### config.mk
export PLATFORM = sky130hd
export DESIGN_NAME = decode_stage
export DESIGN_NICKNAME = d
export VERILOG_FILES = /design/src/rtl/decode_pkg.sv /design/src/rtl/pending_scoreboard.sv /design/src/rtl/decode_stage.sv
export SDC_FILE = /design/constraint.sdc
export NUM_CORES = 1
export LEC_CHECK = 0
export CORE_MARGIN = 3
export CORE_UTILIZATION = 51
export DETAILED_ROUTE_END_ITERATION = 8
export GPL_ROUTABILITY_DRIVEN = 0
export PLACE_DENSITY_LB_ADDON = 0.08
export SYNTH_ARGS = -nofsm -noshare
export SYNTH_HDL_FRONTEND = slang
export SYNTH_SLANG_ARGS = --single-unit
### constraint.sdc
create_clock -name clk -period 7.5 [get_ports clk]
set_input_delay 1.125 -clock clk [delete_from_list [all_inputs] [get_ports clk]]
set_output_delay 1.125 -clock clk [all_outputs]
set_load 0.1 [all_outputs]
### src/rtl/decode_pkg.sv
// Shared decode definitions: opcodes, control bundle and control table.
// Imported by the decode stage and its scoreboard.
package decode_pkg;

    localparam logic [3:0] OP_LW   = 4'h0;
    localparam logic [3:0] OP_SW   = 4'h1;
    localparam logic [3:0] OP_ADD  = 4'h2;
    localparam logic [3:0] OP_ADDI = 4'h3;
    localparam logic [3:0] OP_INV  = 4'h4;
    localparam logic [3:0] OP_AND  = 4'h5;
    localparam logic [3:0] OP_ANDI = 4'h6;
    localparam logic [3:0] OP_OR   = 4'h7;
    localparam logic [3:0] OP_ORI  = 4'h8;
    localparam logic [3:0] OP_SRA  = 4'h9;
    localparam logic [3:0] OP_SLL  = 4'hA;
    localparam logic [3:0] OP_BEQ  = 4'hB;
    localparam logic [3:0] OP_BNE  = 4'hC;
    localparam logic [3:0] OP_CLR  = 4'hD;

    typedef struct packed {
        logic [2:0] alu_op;
        logic       reg_dst;
        logic       reg_write;
        logic       alu_src1;
        logic       alu_src2;
        logic       mem_write;
        logic       mem_to_reg;
        logic       use_rs;
        logic       use_rt;
        logic       illegal;
    } ctrl_t;

    // Columns: alu_op dst wr s1 s2 mw m2r urs urt ill
    function automatic ctrl_t decode_ctrl(input logic [3:0] op);
        ctrl_t c;
        case (op)
            OP_LW:   c = 12'b000_0_1_0_1_0_1_1_0_0;
            OP_SW:   c = 12'b000_0_0_0_1_1_0_1_1_0;
            OP_ADD:  c = 12'b000_1_1_0_0_0_0_1_1_0;
            OP_ADDI: c = 12'b000_0_1_0_1_0_0_1_0_0;
            OP_INV:  c = 12'b001_1_1_0_0_0_0_1_0_0;
            OP_AND:  c = 12'b010_1_1_0_0_0_0_1_1_0;
            OP_ANDI: c = 12'b010_0_1_0_1_0_0_1_0_0;
            OP_OR:   c = 12'b011_1_1_0_0_0_0_1_1_0;
            OP_ORI:  c = 12'b011_0_1_0_1_0_0_1_0_0;
            OP_SRA:  c = 12'b100_0_1_0_1_0_0_1_0_0;
            OP_SLL:  c = 12'b101_0_1_0_1_0_0_1_0_0;
            OP_BEQ:  c = 12'b110_0_0_0_0_0_0_1_1_0;
            OP_BNE:  c = 12'b111_0_0_0_0_0_0_1_1_0;
            OP_CLR:  c = 12'b010_1_1_1_0_0_0_0_0_0;
            default: c = 12'b000_0_0_0_0_0_0_0_0_1;
        endcase
        return c;
    endfunction

endpackage

### src/rtl/pending_scoreboard.sv
// Per-register count of dispatched but not yet retired writes.
// Query ports report counts after this cycle's retirement.
module pending_scoreboard
    import decode_pkg::*;
#(
    parameter int RADDR_W      = 2,
    parameter int MAX_INFLIGHT = 3,
    localparam int CW          = $clog2(MAX_INFLIGHT + 1)
) (
    input  logic               clk,
    input  logic               rst,
    input  logic               inc_i,
    input  logic [RADDR_W-1:0] inc_addr_i,
    input  logic               dec_i,
    input  logic [RADDR_W-1:0] dec_addr_i,
    input  logic [RADDR_W-1:0] rs_addr_i,
    input  logic [RADDR_W-1:0] rt_addr_i,
    input  logic [RADDR_W-1:0] dst_addr_i,
    output logic [CW-1:0]      rs_cnt_o,
    output logic [CW-1:0]      rt_cnt_o,
    output logic [CW-1:0]      dst_cnt_o
);

    localparam int NREG = 1 << RADDR_W;
    localparam logic [CW-1:0] MAXC = CW'(MAX_INFLIGHT);
    localparam logic [CW-1:0] ONE  = CW'(1);

    logic [CW-1:0] cnt_q [NREG];
    logic [CW-1:0] cnt_d [NREG];
    logic [CW-1:0] avail [NREG];

    // Next counts: retire without wrap, dispatch saturates, both cancel.
    always_comb begin
        for (int i = 0; i < NREG; i++) begin
            avail[i] = cnt_q[i];
            cnt_d[i] = cnt_q[i];
            if (dec_i && dec_addr_i == RADDR_W'(i) && cnt_q[i] != '0)
                avail[i] = cnt_q[i] - ONE;
            if (inc_i && inc_addr_i == RADDR_W'(i)) begin
                if (!(dec_i && dec_addr_i == RADDR_W'(i))
                    && cnt_q[i] != MAXC)
                    cnt_d[i] = cnt_q[i] + ONE;
            end else begin
                cnt_d[i] = avail[i];
            end
        end
    end

    assign rs_cnt_o  = avail[rs_addr_i];
    assign rt_cnt_o  = avail[rt_addr_i];
    assign dst_cnt_o = avail[dst_addr_i];

    // Counter state, cleared on reset.
    always_ff @(posedge clk) begin
        if (rst) begin
            for (int i = 0; i < NREG; i++) cnt_q[i] <= '0;
        end else begin
            for (int i = 0; i < NREG; i++) cnt_q[i] <= cnt_d[i];
        end
    end

endmodule

### src/rtl/decode_stage.sv
// Decode stage: control decode, hazard check against pending writes,
// and a single valid/ready output register.
module decode_stage
    import decode_pkg::*;
#(
    parameter int RADDR_W      = 2,
    parameter int IMM_W        = 8,
    parameter int MAX_INFLIGHT = 3,
    localparam int INSTR_W     = 4 + 2 * RADDR_W + IMM_W
) (
    input  logic               clk,
    input  logic               rst,
    input  logic               in_valid,
    output logic               in_ready,
    input  logic [INSTR_W-1:0] in_instr,
    input  logic               flush,
    input  logic               wb_valid,
    input  logic [RADDR_W-1:0] wb_addr,
    output logic               out_valid,
    input  logic               out_ready,
    output logic [3:0]         out_opcode,
    output logic [RADDR_W-1:0] out_rs,
    output logic [RADDR_W-1:0] out_rt,
    output logic [RADDR_W-1:0] out_dst,
    output logic [IMM_W-1:0]   out_imm,
    output logic [2:0]         out_alu_op,
    output logic               out_reg_write,
    output logic               out_alu_src1,
    output logic               out_alu_src2,
    output logic               out_mem_write,
    output logic               out_mem_to_reg,
    output logic               out_illegal,
    output logic               stall
);

    localparam int CW = $clog2(MAX_INFLIGHT + 1);
    localparam logic [CW:0] MAXC = (CW + 1)'(MAX_INFLIGHT);

    logic [3:0]         op;
    logic [RADDR_W-1:0] rs, rt, rd, dst;
    logic [IMM_W-1:0]   imm;
    ctrl_t              ctrl;

    logic               valid_q, valid_d;
    logic [3:0]         opcode_q;
    logic [RADDR_W-1:0] rs_q, rt_q, dst_q;
    logic [IMM_W-1:0]   imm_q;
    logic [2:0]         alu_op_q;
    logic               reg_write_q, src1_q, src2_q;
    logic               mem_write_q, mem_to_reg_q, illegal_q;

    logic [CW-1:0]      rs_cnt, rt_cnt, dst_cnt;
    logic [CW:0]        dst_eff;
    logic               held_w, dispatch, capture, hazard;
    logic               haz_rs, haz_rt, haz_dst;

    assign op   = in_instr[INSTR_W-1 -: 4];
    assign rs   = in_instr[IMM_W+2*RADDR_W-1 -: RADDR_W];
    assign rt   = in_instr[IMM_W+RADDR_W-1 -: RADDR_W];
    assign imm  = in_instr[IMM_W-1:0];
    assign rd   = imm[IMM_W-1 -: RADDR_W];
    assign ctrl = decode_ctrl(op);
    assign dst  = ctrl.reg_dst ? rd : rt;

    assign held_w   = valid_q && reg_write_q;
    assign dispatch = valid_q && out_ready && !flush && !rst;

    // A destination may carry up to MAX_INFLIGHT outstanding writes; a
    // held write leaving this cycle is counted now so the cap holds.
    assign dst_eff = {1'b0, dst_cnt}
                   + {{CW{1'b0}}, held_w && dispatch && dst_q == dst};

    assign haz_rs = ctrl.use_rs
        && (rs_cnt != '0 || (held_w && !dispatch && dst_q == rs));
    assign haz_rt = ctrl.use_rt
        && (rt_cnt != '0 || (held_w && !dispatch && dst_q == rt));
    assign haz_dst = ctrl.reg_write
        && ((held_w && !dispatch && dst_q == dst) || dst_eff >= MAXC);

    assign hazard   = !rst && (haz_rs || haz_rt || haz_dst);
    assign in_ready = !rst && (!valid_q || out_ready) && !hazard && !flush;
    assign stall    = in_valid && hazard;
    assign capture  = in_valid && in_ready;
    assign valid_d  = capture ? 1'b1
                    : (dispatch || flush) ? 1'b0 : valid_q;

    pending_scoreboard #(
        .RADDR_W      (RADDR_W),
        .MAX_INFLIGHT (MAX_INFLIGHT)
    ) u_sb (
        .clk        (clk),
        .rst        (rst),
        .inc_i      (dispatch && reg_write_q),
        .inc_addr_i (dst_q),
        .dec_i      (wb_valid),
        .dec_addr_i (wb_addr),
        .rs_addr_i  (rs),
        .rt_addr_i  (rt),
        .dst_addr_i (dst),
        .rs_cnt_o   (rs_cnt),
        .rt_cnt_o   (rt_cnt),
        .dst_cnt_o  (dst_cnt)
    );

    // Output register: load on capture, hold until dispatch or flush.
    always_ff @(posedge clk) begin
        if (rst) begin
            valid_q      <= 1'b0;
            opcode_q     <= '0;
            rs_q         <= '0;
            rt_q         <= '0;
            dst_q        <= '0;
            imm_q        <= '0;
            alu_op_q     <= '0;
            reg_write_q  <= 1'b0;
            src1_q       <= 1'b0;
            src2_q       <= 1'b0;
            mem_write_q  <= 1'b0;
            mem_to_reg_q <= 1'b0;
            illegal_q    <= 1'b0;
        end else begin
            valid_q <= valid_d;
            if (capture) begin
                opcode_q     <= op;
                rs_q         <= rs;
                rt_q         <= rt;
                dst_q        <= dst;
                imm_q        <= imm;
                alu_op_q     <= ctrl.alu_op;
                reg_write_q  <= ctrl.reg_write;
                src1_q       <= ctrl.alu_src1;
                src2_q       <= ctrl.alu_src2;
                mem_write_q  <= ctrl.mem_write;
                mem_to_reg_q <= ctrl.mem_to_reg;
                illegal_q    <= ctrl.illegal;
            end
        end
    end

    assign out_valid      = valid_q;
    assign out_opcode     = opcode_q;
    assign out_rs         = rs_q;
    assign out_rt         = rt_q;
    assign out_dst        = dst_q;
    assign out_imm        = imm_q;
    assign out_alu_op     = alu_op_q;
    assign out_reg_write  = reg_write_q;
    assign out_alu_src1   = src1_q;
    assign out_alu_src2   = src2_q;
    assign out_mem_write  = mem_write_q;
    assign out_mem_to_reg = mem_to_reg_q;
    assign out_illegal    = illegal_q;

endmodule

After elaboration in Yosys (flattened, before gate mapping)
Memory sizes are Yosys's and may differ from the RTL's.
Index checks and enable logic that the tools add are counted.
- RAM bits: 8
- ROM bits: 192
- memories kept: 2
- bits in registers: 28
- memory list (name ; words ; bits a word ; rd ports ; clocked after Yosys merged registers in ; write ports ; line ; text):
    (no name shown) ; 16 ; 12 ; 1 ; 0 ; 0 ; decode_pkg.sv:36 ; case (op)
    u_sb.cnt_q ; 4 ; 2 ; 4 ; 0 ; 4 ; pending_scoreboard.sv:28 ; logic [CW-1:0] cnt_q [NREG];
- magnitude comparators: 4
- muxes and demuxes: 31
- bitwise gates (word level): 7
- equality and inequality tests: 13
- reduce and logical (&&, ||, !) cells: 61
- $add $sub $neg: 9
- operator list (cell ; number):
    2-bit two-way mux ; 23
    1-bit logical AND ; 36
    2-bit nonzero test ; 7
    2-bit binary-select mux with 2-bit select ; 3
    3-bit greater-or-equal comparator, second input constant ; 3
    1-bit zero test ; 9
    2-bit NOT with 3-bit output ; 3
    2-bit by 1-bit adder with 2-bit output, second input constant ; 4
    2-bit == test, second input constant ; 4
    2-bit inequality test, second input constant ; 4
    2-bit by 1-bit subtractor with 2-bit output, second input constant ; 4
    1-bit logical OR ; 7
    2-bit == test ; 3
    1-bit two-way mux ; 5
    2-bit by 1-bit == test with 1-bit output, second input constant ; 2
    2-bit zero test ; 2
    1-bit bitwise OR ; 4
    2-bit by 1-bit adder with 3-bit output ; 1
    3-bit by 2-bit greater-or-equal comparator with 1-bit output, second input constant ; 1

Logic depth before layout (Yosys ltp)
Gate-level depths: netlist (run 1).
- depth in word-level cells: 18
- gate-level depth with buffers: 17
- depth with buffers taken out: 15

Hierarchy
From an unflattened synthesis (run 1), not the netlist that was laid out.
- cell total of the unflattened synthesis: 277
- area total of the unflattened synthesis: 2483.6 µm²
- by module, submodules not included (module ; cells each ; times used ; area each (µm²)):
    decode_stage ; 183 ; 1 ; 1587.8
    pending_scoreboard ; 94 ; 1 ; 895.9

Least setup slack after synthesis (run 1)
Ideal clock, no wire load.
- path type: input -> output
- start: input in_instr[12]
- end: output in_ready
- stages on the path: 15
- data required time: 6.375 ns
- buffers on the path: 0
- arrival: 5.084 ns
- slack: 1.291 ns
- cells stage by stage: inv_1 > ha_1 > nor2b_1 > a21o_1 > o21ai_0 > mux2i_1 > mux2i_1 > mux2i_1 > ha_1 > ha_1 > a21o_1 > a32o_1 > a21oi_2 > nand4_1 > nor2_1
- cells in the longest elaborated chain, start to end: 15
- ends and longest elaborated chain (what ; line ; text):
    start: declaration ; decode_stage.sv:15 ; input logic [INSTR_W-1:0] in_instr,
    memory read 16 x 12 bit * ; -- ;
    2-bit two-way mux ; decode_stage.sv:63 ; assign dst = ctrl.reg_dst ? rd : rt;
    2-bit NOT with 3-bit output (implied by the code) ; pending_scoreboard.sv:51 ; assign dst_cnt_o = avail[dst_addr_i];
    2-bit binary-select mux with 2-bit select ; pending_scoreboard.sv:51 ;
    2-bit two-way mux (implied by the code) (2 in a row) ; pending_scoreboard.sv:51 ;
    2-bit by 1-bit adder with 3-bit output ; decode_stage.sv:71 ; + {{CW{1'b0}}, held_w && dispatch && dst_q == dst};
    3-bit by 2-bit greater-or-equal comparator with 1-bit output ; decode_stage.sv:78 ; && ((held_w && !dispatch && dst_q == dst) || dst_eff >= MAXC);
    1-bit logical OR ; decode_stage.sv:78 ;
    1-bit logical AND ; decode_stage.sv:78 ;
    1-bit logical OR * ; decode_stage.sv:80 ; assign hazard = !rst && (haz_rs || haz_rt || haz_dst);
    1-bit logical AND * ; decode_stage.sv:80 ;
    1-bit zero test * ; decode_stage.sv:81 ; assign in_ready = !rst && (!valid_q || out_ready) && !hazard && !flush;
    1-bit logical AND * (2 in a row) ; decode_stage.sv:81 ;
    end: declaration ; decode_stage.sv:14 ; output logic in_ready,
Every way passes the cells marked *; elsewhere a longest branch is shown, timed or not. The select of a mux whose other input is x is not followed.

Worst setup path after layout (run 1)
- start: input in_instr[12]
- end: output stall
- cells in the longest elaborated chain, start to end: 13
- ends and longest elaborated chain (what ; line ; text):
    memory read 16 x 12 bit * ; -- ;
    2-bit two-way mux ; decode_stage.sv:63 ;
    2-bit NOT with 3-bit output (implied by the code) ; pending_scoreboard.sv:51 ;
    2-bit binary-select mux with 2-bit select ; pending_scoreboard.sv:51 ;
    2-bit two-way mux (implied by the code) (2 in a row) ; pending_scoreboard.sv:51 ;
    2-bit by 1-bit adder with 3-bit output ; decode_stage.sv:71 ;
    3-bit by 2-bit greater-or-equal comparator with 1-bit output ; decode_stage.sv:78 ;
    1-bit logical OR ; decode_stage.sv:78 ;
    1-bit logical AND ; decode_stage.sv:78 ;
    1-bit logical OR * ; decode_stage.sv:80 ;
    1-bit logical AND * ; decode_stage.sv:80 ;
    1-bit logical AND * ; decode_stage.sv:82 ; assign stall = in_valid && hazard;
    end: declaration ; decode_stage.sv:33 ; output logic stall
Marks and branches as above.

==> results by group, run 1 <==
Status
  – Status: finished, final reports clean

Drt
  – Vias per cell: around 5.4
  – Iter 0 DRT Violations: 160
  – DR DRC count: 0
  – Drt first pass iters: 4
  – DR vias: around 2400
  – Post-DRT Antenna Nets: 0
  – Routed WL: ~6.3 mm
  – WL/cell: approximately 14 um

Finish
  – Layout Nets: roughly 410
  – Most frequent cells in the layout: clkdlybuf4s50_1 (50), nand2b_1 (39), mux2i_1 (36), dfxtp_1 (36), nor2_1 (28)
  – Design area: around 0.0034 mm^2
  – # fillers: between 400 and 500
  – Area Overhead vs Synth: 23.8%
  – Commonest non-fill, non-tap cell in the layout: clkdlybuf4s50_1
  – Ant. Diodes: 0
  – Layout cell share with drive strength beyond 1: about 9.2%

Pwr
  – Sw Ratio: approximately a third
  – Design Power: between 400 and 500 uW
  – Largest vdd supply drop: roughly 110 uV
  – Lkg Pwr: between 0.001 and 0.0015 uW
  – Comb power frac: a little under a quarter
  – Ratio of total power to cell area: 145 mW/mm^2
  – Clk pwr share: between 30% and 40%
  – Internal: 337 uW
  – Sequential share of power: between 40% and 50%
  – Sw power: between 150 and 200 uW

Placed design
  – IO buf count: 53
  – Cell Area, Placed: 0.00328 mm^2
  – DP Wirelength: about 4.7 mm

Timing
  – Final min period: 6.39 ns
  – Post-route clock skew: 0.00475 ns
  – Peak Freq: 156 MHz
  – Final Hold Vio Count: 0
  – Worst rel slew slack: 33.6%
  – Slew at the pin with the worst max-slew slack: 0.993 ns
  – Sum of negative setup slack: 0 ns
  – Pins over their slew limit: 0
  – Fin crit share: between 80 and 90%
  – Final setup violation count: 0
  – RSZ-0062 raised after global routing: false

Synth
  – Sequential area share after synthesis: 26.3%
  – Ys async rst share: 0%
  – Post-synth EDFFs: 0
  – Avg Inst Size Synth: around 8.4 um^2
  – Synth Register Bits: 36
  – Post-synthesis cell area: about 0.0027 mm^2
  – Count of cell types in the netlist: 52
  – Ys flop type: dfxtp_1
  – Synthesized netlist cell count: ~330
  – Yosys warns: 0
  – Post-synth net total: about 370

Die
  – Die ar.: 0.00629 mm^2
  – Chip height: between 70 and 80 um
  – Core area: between 0.005 and 0.006 mm^2
  – Die width: roughly 80 um
  – Starting Density: approximately 53%
  – # rows: 26
  – I/O Pins: 54

Run
  – Max Cap Viol: 0

CTS
  – Cts hold-fix bufs: 0
  – Post CTS Setup Buffer Count: 0
  – Worst-path clk slew: 0.07 ns
  – CTS Buf Count: 5
  – Root buf cell: clkbuf_8
  – CTS sink cnt: 36
  – Post-CTS sizing: 0
  – CTS tree: built
  – Max Root-Sink Buffers: 2
  – H-tree depth: 2
  – Worst-Skew Late Latency: between 0.2 and 0.3 ns

Setup path
  – Startpoint types: primary input
  – WP data required: 6.38 ns
  – Crit-path max FO: 6
  – Critical path class: primary input to output port
  – Crit path capture type: output port
  – Worst EP arrival: around 5.3 ns

GRT
  – First-pass GRT wire length: around 10 mm
  – Initial antenna violation count: 0
  – GRT Total Usage: roughly 21%
  – Grt ovf: 0
  – Largest net degree at the start of global routing: 64
  – Vias in the first global route: ~2200

Min path
  – Hold crit path type: register to register
==> cells in the mapped netlist (2+ instances only) <==
library cell | number | share of area (%)
nand3b_1 | 2 | 0.55
clkbuf_1 | 14 | 1.9
a21oi_1 | 15 | 2.7
xor2_1 | 6 | 1.9
nor3b_1 | 6 | 1.6
and3_1 | 3 | 0.68
nand2b_1 | 39 | 8.9
a21o_1 | 2 | 0.55
a21bo_2 | 2 | 0.73
o21ai_0 | 8 | 1.5
ha_1 | 15 | 6.8
inv_1 | 14 | 1.9
and4bb_1 | 2 | 0.91
or2_2 | 6 | 1.4
nand2_1 | 16 | 2.2
nor3_1 | 10 | 1.8
mux2i_1 | 36 | 13
and4_1 | 2 | 0.64
nand3_1 | 5 | 0.91
a31oi_1 | 4 | 0.91
dfxtp_1 | 36 | 26
buf_2 | 2 | 0.37
mux2_2 | 4 | 1.6
nor2b_1 | 8 | 1.8
buf_1 | 2 | 0.27
xnor2_1 | 9 | 2.9
nor2_1 | 28 | 3.8
mux2_1 | 3 | 1.2
or3b_2 | 2 | 0.64
nor4_1 | 4 | 0.91
==> power groups by stage <==
stage / Clock [uW] / Sequential, uW / Combinational, uW
after CTS: 179 / 200 / 118
final: 174 / 200 / 118
after global placement: 0 / 204 / 117
after detailed placement: 0 / 205 / 118
after floorplan: 0 / 239 / 47.9
after global routing: 188 / 201 / 125
==> path summary, 6_finish.rpt <==
kind | from | slack [ns] | cells after the start | end
worst max-delay path | in_instr[12] | 1.11 | 17 | stall
worst min-delay path | out_rs[0]$_SDFFE_PP0P_ | 0.48 | 2 | out_rs[0]$_SDFFE_PP0P_
worst max register to register | u_sb.cnt_q[0][0]$_SDFFE_PP0P_ | 3.66 | 14 | out_imm[5]$_SDFFE_PP0P_
worst min register to register | out_rs[0]$_SDFFE_PP0P_ | 0.48 | 2 | out_rs[0]$_SDFFE_PP0P_
==> metal layers <==
layer | up-vias | part of all wire, % | track usage [%]
met4 | 0 | 1.6 | 6.36
met1 | 1113 | 47 | 25.7
met2 | 50 | 48 | 34.8
met3 | 11 | 4.2 | 4.65
met5 | - | 0 | 0
li1 | 1219 | - | -
==> logic make-up after synthesis <==
group,share of synthesized area [%]
xor gates and xnor gates,4.79
AOI/OAI and AO/OA,10.8
and+or+nand+nor,29.0
adders and majority gates,6.85
DFF,26.3
buffers and inverters,4.88
muxes,17.4
==> metrics by stage <==
stage                     hold WS, ns  worst slack (ns)  cells  utilization (%)
after floorplan                 0.552              1.29    327                -
after global placement          0.462              1.34    433             63.9
after detailed placement        0.467              1.16    433             63.9
after CTS                       0.480              1.14    441             66.0
after global routing            0.499             0.803    441             66.0
final                           0.477              1.11    441             66.0
==> critical path: stages <==
cell             delay [ns]
clkdlybuf4s50_1        0.58
inv_1                  0.11
ha_1                   0.22
nor2b_1                0.14
a21o_1                 0.21
o21ai_0                0.32
mux2i_1                0.58
mux2i_1                0.27
mux2i_1                0.10
ha_1                   0.21
ha_1                   0.28
a21o_1                 0.16
a32o_1                 0.21
a21oi_2                0.16
nand4_1                0.14
and3b_1                0.21
buf_4                  0.23
==> final cells by class <==
cell class | count | area [um^2] | area share (%)
Timing Repair Buffer | 55 | 536 | 15.8
Multi-Input combinational cell | 258 | 1890 | 55.6
Clock buffer | 5 | 68.8 | 2.03
Tap cell | 70 | 87.6 | 2.58
Sequential cell | 36 | 721 | 21.2
Clock inverter | 3 | 42.5 | 1.25
Inverter | 14 | 52.6 | 1.55
(Power assumes the default switching activity.)
==> run 2: changes to the inputs <==
--- a/config.mk
+++ b/config.mk
@@ -8,7 +8,6 @@
 export CORE_MARGIN = 3
 export CORE_UTILIZATION = 51
 export DETAILED_ROUTE_END_ITERATION = 8
-export GPL_ROUTABILITY_DRIVEN = 0
 export PLACE_DENSITY_LB_ADDON = 0.08
 export SYNTH_ARGS = -nofsm -noshare
 export SYNTH_HDL_FRONTEND = slang
==> run 2 against run 1 <==
Cell area decreased by 0.48%. Combinational power is essentially flat. Worst hold slack improved by 0.0031 ns. Register-to-register slack is essentially flat. Core utilization shrank 0.32 points. Clock skew is 0.0010 ns higher. First-iteration DRC count down 28%. Final cell count grew 0.23%. Non-clock buffer count is 1 higher.
==> results by group, run 2 (synthesis gave the netlist of run 1 again) <==
Status
  – Status: finished, final reports clean

Setup path
  – Crit path capture type: output port
  – Startpoint types: primary input
  – Worst EP arrival: roughly 5.2 ns
  – R2R depth: 14
  – Critical path class: primary input to output port
  – Flop2flop setup slack: ~3.7 ns
  – RR Startpoint: u_sb.cnt_q[0][0]$_SDFFE_PP0P_
  – WP data required: ~6.4 ns
  – Capturing point of the worst reg2reg path: out_mem_to_reg$_SDFFE_PP0P_
  – Crit-path max FO: 6

Finish
  – Post-route core utilization: roughly two thirds
  – Area Overhead vs Synth: 23.2%
  – Commonest non-fill, non-tap cell in the layout: clkdlybuf4s50_1
  – Final std cells w/o fill: around 440
  – # fillers: 506
  – Layout cell share with drive strength beyond 1: a little under a tenth
  – Ant. Diodes: 0
  – Register area: 721 um^2
  – Layout Nets: 410
  – Area occupied by multi-input gates: between 0.0015 and 0.002 mm^2
  – Most frequent cells in the layout: clkdlybuf4s50_1 (50), nand2b_1 (39), mux2i_1 (36), dfxtp_1 (36), nor2_1 (28)
  – Design area: between 0.003 and 0.004 mm^2

Timing
  – Slew at the pin with the worst max-slew slack: 0.992 ns
  – Sum of negative setup slack: 0 ns
  – Worst rel slew slack: approximately a third
  – Final WS setup: ~1.1 ns
  – Final setup violation count: 0
  – Final Hold Vio Count: 0
  – Final min period: around 6.4 ns
  – RSZ-0062 raised after global routing: false
  – Peak Freq: 157 MHz
  – Post-route clock skew: roughly 0.0058 ns
  – Fin crit share: 84.8%
  – Pins over their slew limit: 0

Placed design
  – Dpl cells: approximately 430
  – IO buf count: 53
  – Cell Area, Placed: ~0.0033 mm^2
  – Pre-CTS setup slack: around 1.2 ns
  – Placer Congestion: between 0.8 and 0.9
  – DP Wirelength: 4.83 mm

CTS
  – Worst-path clk slew: 0.08 ns
  – CTS Buf Count: 5
  – Max Root-Sink Buffers: 2
  – CTS tree: built
  – CTS sink cnt: 36
  – Root buf cell: clkbuf_8
  – Post CTS Setup Buffer Count: 0
  – Post-CTS sizing: 0
  – Cts hold-fix bufs: 0
  – H-tree depth: 2
  – Worst-Skew Late Latency: approximately 0.30 ns

Die
  – Die ar.: about 0.0063 mm^2
  – I/O Pins: between 50 and 60
  – Die width: between 70 and 80 um
  – Chip height: between 70 and 80 um
  – Starting Density: about 53%
  – # rows: 26
  – Core area: around 0.005 mm^2

Drt
  – DR DRC count: 0
  – Iter 0 DRT Violations: 115
  – Vias per cell: about 5.4
  – DR vias: 2370
  – Post-DRT Antenna Nets: 0
  – Drt first pass iters: 4
  – WL/cell: about 15 um
  – Routed WL: ~6.5 mm

GRT
  – Vias in the first global route: between 2000 and 2500
  – Grt ovf: 0
  – First-pass GRT wire length: approximately 11 mm
  – Initial antenna violation count: 0
  – Largest net degree at the start of global routing: between 60 and 70
  – GRT Total Usage: approximately 22%

Min path
  – Hold Startpoint: out_imm[0]$_SDFFE_PP0P_
  – Hold-critical path depth: 2
  – Hold crit path type: register to register
  – Hold Path End: out_imm[0]$_SDFFE_PP0P_

Pwr
  – Ratio of total power to cell area: about 140 mW/mm^2
  – Largest vdd supply drop: 111 uV
  – Lkg Pwr: around 0.0014 uW

Run
  – Max Cap Viol: 0
## run 2: cell types whose count changed in the layout (fill, tap and decap cells not counted), sizes merged
| cell | delta |
|---|---|
| buf | +1 |
| bufinv | -1 |
| clkinv | +2 |
| clkinvlp | -1 |
## run 2: layer usage
layer  vias up  routed length, um  global-route usage (%)
met5         -                  0                       0
li1       1218                  -                       -
met4         0                 40                    4.12
met3         4                278                    3.74
met1      1087               3050                    29.4
met2        61               3170                    37.0
## run 2: layout make-up
| class | count | area share [%] |
|---|---|---|
| Multi-Input combinational cell | 258 | 55.9 |
| Sequential cell | 36 | 21.3 |
| Timing Repair Buffer | 56 | 16.1 |
| Tap cell | 70 | 2.59 |
| Clock buffer | 5 | 2.04 |
| Inverter | 14 | 1.56 |
| Clock inverter | 3 | 0.556 |
## run 2: how the worst max path moves through the flow
stage,cells past startpoint,from,to
2_1_floorplan,15,in_instr[12],in_ready
3_3_place_gp,17,in_instr[12],stall
3_5_place_dp,17,in_instr[12],stall
4_1_cts,17,in_instr[12],stall
5_1_grt,17,in_instr[12],in_ready
6_report,17,in_instr[12],stall
## run 2: power by group
part           leakage [uW]  switching, uW  internal, uW  total, uW
Sequential         0.000292           4.20           196        200
Combinational       0.00108           75.5          42.6        118
Clock             0.0000479           76.6          64.8        141
Total               0.00142            156           303        460
## run 2: metrics by stage
step | total power, uW | hold WS, ns
finish | 460 | 0.480
global route | 480 | 0.502
CTS | 463 | 0.482
detailed placement | 323 | 0.469
global placement | 322 | 0.460
floorplan | 287 | 0.552
## run 2: worst max-delay path, stage by stage
cell and delay, ns:
clkdlybuf4s50_1 0.59, inv_1 0.12, ha_1 0.22, nor2b_1 0.14
a21o_1 0.18, o21ai_0 0.32, mux2i_1 0.59, mux2i_1 0.25
mux2i_1 0.10, ha_1 0.20, ha_1 0.26, a21o_1 0.16
a32o_1 0.22, a21oi_2 0.16, nand4_1 0.15, and3b_1 0.21
buf_4 0.23
==> RTL change 1 (config.mk and constraints of run 2) <==
Reset style: asynchronous (`rst`), changed in 2 clocked blocks.
--- a/src/rtl/pending_scoreboard.sv
+++ b/src/rtl/pending_scoreboard.sv
@@ -52,5 +52,5 @@
 
     // Counter state, cleared on reset.
-    always_ff @(posedge clk) begin
+    always_ff @(posedge clk or posedge rst) begin
         if (rst) begin
             for (int i = 0; i < NREG; i++) cnt_q[i] <= '0;
--- a/src/rtl/decode_stage.sv
+++ b/src/rtl/decode_stage.sv
@@ -104,5 +104,5 @@
 
     // Output register: load on capture, hold until dispatch or flush.
-    always_ff @(posedge clk) begin
+    always_ff @(posedge clk or posedge rst) begin
         if (rst) begin
             valid_q      <= 1'b0;
Function: differs if rst is asserted again (counterexample within 4 cycles, from zero or initial values and one cycle with rst high); with rst held inactive, the same outputs for 4 cycles.
==> RTL change 1 against run 2 <==
Sequential cell count stayed put; synthesized area shrank 1.0%; worst setup slack got worse by 18 ps; routed wire length shrank 9.6%; design area down 3.0%; critical path depth decreased by 3; maximum frequency fell by 0.28%; critical path type unchanged; largest cell class unchanged; highest routed layer unchanged.
Power is not shown: default switching activity piles up to over one toggle a cycle in this logic, so the estimate is an artifact.
==> RTL change 1: results <==
set metrics [dict create \
    synthTopCellsByArea "dfrtp_1 33%, mux2_4 8.9%, ha_1 6.9%" \
    synth_nets 312 \
    root_buffer "clkbuf_8" \
    grt_max_degree 37 \
    crit_path_max_incr_delay_ps 570 \
    antenna_found_initial 0 \
    cp_slowest_cell "mux4_2" \
    nFillCells 417 \
    yosysUniqueCellTypes 48 \
    grt_pass1_wl_um 9839 \
    vias 2159 \
    ys_warn_count 0 \
    slew_headroom_pct 34.15 \
    grt_pass1_vias 2067 \
    antenna_left 0 \
    drive_above_1_share_pct 13.84 \
    synthArstFlopShare_pct 100.0 \
    insertedDiodeCount 0 \
    io_buffers 53 \
    clk_latency_ps 290 \
    wl_per_cell_um 15.36 \
    synthTopCellsByCount "36 x dfrtp_1, 25 x inv_1, 22 x nor2_1, 16 x mux2_4, 15 x ha_1" \
    dr.pass1.iters 4 \
    cts_buffer_depth 2 \
    post-cts-setup-buffers 0 \
    place_ws_ps 1162 \
    hold_class "reg2reg" \
    post_cts_resized 0 \
    gp_congestion 0.8815 \
    numCtsBuffers 5 \
    cp_max_fo 6 \
    clk_pin_slew_ps 70 \
    skew_ps 6.295 \
    fin_nets 356 \
    cts_htree_levels 2 \
    drt_iter0_markers 130 \
    run_status "completed" \
    place_hpwl_um 4285 \
    grt_use_total_pct 19.95 \
    dpl_cell_area_sq_um 3187 \
    seq_area_frac_synth_pct 33.21 \
]
RTL change 1: cell count changes in the layout (fill, tap and decap cells not counted), moves of 5 or more:
cell / delta
mux2_4: +15
or2_2: -5
nand2b_1: -39
xor2_1: -6
nor2_1: -6
mux2_2: +6
mux2i_1: -24
dfxtp_1: -36
inv_1: +11
dfrtp_1: +36
RTL change 1: area by class of cell:
type | count | area (sq um) | area share, %
multi-input cells | 194 | 1568 | 47.84
inverters | 25 | 93.84 | 2.864
repair buffers | 55 | 540.5 | 16.49
well taps | 67 | 83.83 | 2.558
clock buffers | 8 | 90.09 | 2.749
flip-flops and latches | 36 | 900.9 | 27.49
RTL change 1: per-layer routing:
metal  share of wire, %  track usage (%)
met3                5.7            5.329
met5                  0                0
met2                 44            29.71
met4                1.0            5.155
met1                 49            28.78
RTL change 1: path summary, 6_finish.rpt:
check	cells past startpoint	startpoint	slack [ps]	endpoint
setup / recovery	14	in_instr[12]	1120	stall
hold / removal	1	out_imm[5]	510	out_imm[5]
setup reg to reg	12	u_sb.cnt_q[6]	3190	out_alu_src1
hold reg to reg	1	out_imm[5]	510	out_imm[5]
max in group asynchronous	3	rst	5830	out_mem_to_reg
min in group asynchronous	3	rst	1330	out_rt[0]
RTL change 1: logic make-up after synthesis:
| family | share of synthesized area [%] |
|---|---|
| adder cells (fa/ha/maj) | 6.919 |
| XOR/XNOR | 4.197 |
| AND/OR/NAND/NOR | 16.79 |
| multiplexers | 19.10 |
| flip-flops | 33.21 |
| AO/OA/AOI/OAI | 10.79 |
| buffers and inverters | 8.994 |
RTL change 1: per-stage QoR:
stage | std cells | hold WS, ps
2_1_floorplan | 273 | 535.1
6_report | 385 | 505.2
3_5_place_dp | 377 | 494.9
3_3_place_gp | 377 | 486.0
5_1_grt | 385 | 517.5
4_1_cts | 385 | 511.5
RTL change 1: critical path: cells and delay by family:
family,cells,cell delay (ps)
AND/OR/NAND/NOR,5,1470
buffers and inverters,3,910
multiplexers,2,1040
AO/OA/AOI/OAI,2,240
adder cells (fa/ha/maj),2,470
==> RTL change 2 (config.mk and constraints of run 2) <==
Made on the original files. `RADDR_W` is set to 2 in 2 places; all go to 1.
--- a/src/rtl/pending_scoreboard.sv
+++ b/src/rtl/pending_scoreboard.sv
@@ -4,5 +4,5 @@
     import decode_pkg::*;
 #(
-    parameter int RADDR_W      = 2,
+    parameter int RADDR_W      = 1,
     parameter int MAX_INFLIGHT = 3,
     localparam int CW          = $clog2(MAX_INFLIGHT + 1)
--- a/src/rtl/decode_stage.sv
+++ b/src/rtl/decode_stage.sv
@@ -4,5 +4,5 @@
     import decode_pkg::*;
 #(
-    parameter int RADDR_W      = 2,
+    parameter int RADDR_W      = 1,
     parameter int IMM_W        = 8,
     parameter int MAX_INFLIGHT = 3,
Interface: changed (5 resized); port bits go from 54 to 48. No check against the original RTL was run, so the function may have changed too.
==> RTL change 2 against run 2 <==
Sequential share of layout area up 1.2 points; synthesized area down 28%; critical path type unchanged; total power down 6.4%; highest routed layer unchanged; sequential cell count down 7; clock skew down 1.6 ps; design area down 24%; routed wire length down 39%; register-to-register slack about the same; worst setup slack worse by 270 ps.
==> RTL change 2: results <==
set metrics [dict create \
    grt_max_degree 53 \
    synth_nets 249 \
    synthTopCellsByArea "dfxtp_1 29%, mux2i_1 12%, nand2b_1 10%" \
    cp_max_fo 7 \
    max-vdd-ir-drop_mv 0.1183 \
    grt_use_total_pct 18.16 \
    slew_headroom_pct 33.99 \
    dpl_cell_area_sq_um 2459 \
    crit_family "buffers and inverters" \
    buffers 49 \
    synthTopCellsByCount "33 x nand2b_1, 29 x dfxtp_1, 23 x mux2i_1, 11 x ha_1, 11 x nor2_1" \
    power_w 0.0004303 \
    gp_congestion 0.7454 \
    seq_area_frac_synth_pct 29.33 \
    clk_share_pct 4.519 \
    clkbuf_count 7 \
    multi_input_area_share_pct 50.53 \
    seq_area_sq_um 580.6 \
    clk_pin_slew_ps 60 \
    clk_latency_ps 280 \
    max_freq_ghz 0.1508 \
    post-place-cells 304 \
    place_ws_ps 847.5 \
    skew_ps 4.112 \
    drive_above_1_share_pct 8.712 \
    leakagePower_nw 0.9887 \
    run_status "completed" \
    met1_length_um 1873 \
    io_buffers 47 \
    area.share.sequential_pct 22.55 \
    wl_met3_um 138 \
    nonClkBufAreaFrac_pct 18.76 \
    grt_pass1_vias 1426 \
    p_int_w 0.0003041 \
    use_met1_pct 21.88 \
    yosysUniqueCellTypes 47 \
    arrival_ps 5510 \
    wl_um 4010 \
    syn_area_sq_um 1979 \
    r2r_slack_ps 3660 \
    fin_hold_ws_ps 472.6 \
    postSynthCellCount 217 \
    synth-seq-cells 29 \
    via_per_inst 5.199 \
    nFillCells 320 \
]
==> RTL change 2: cell count changes after synthesis, moves of 5 or more <==
cell | run 2 | this run
or2_2 | 6 | 1
a21oi_1 | 15 | 8
nor2_1 | 28 | 11
clkbuf_1 | 14 | 4
dfxtp_1 | 36 | 29
nand2_1 | 16 | 9
nor3_1 | 10 | 5
mux2i_1 | 36 | 23
xor2_1 | 6 | 1
inv_1 | 14 | 9
nand2b_1 | 39 | 33
==> RTL change 2: path summary, 6_finish.rpt <==
path / start / to / depth (start not counted)
setup / recovery: in_instr[10] / stall / 15
hold reg to reg: out_rs / out_rs / 2
setup reg to reg: u_sb.cnt_q[0][0] / out_opcode[3] / 12
hold / removal: out_rs / out_rs / 2
==> RTL change 2: logic make-up after synthesis <==
logic type / count (synthesis) / share of synthesized area [%]
mux: 30 / 16.56
flops: 29 / 29.33
compound gates: 30 / 11.95
fa+ha+maj: 11 / 6.953
buf+inv: 19 / 4.930
simple gates: 92 / 27.62
xor+xnor: 6 / 2.655
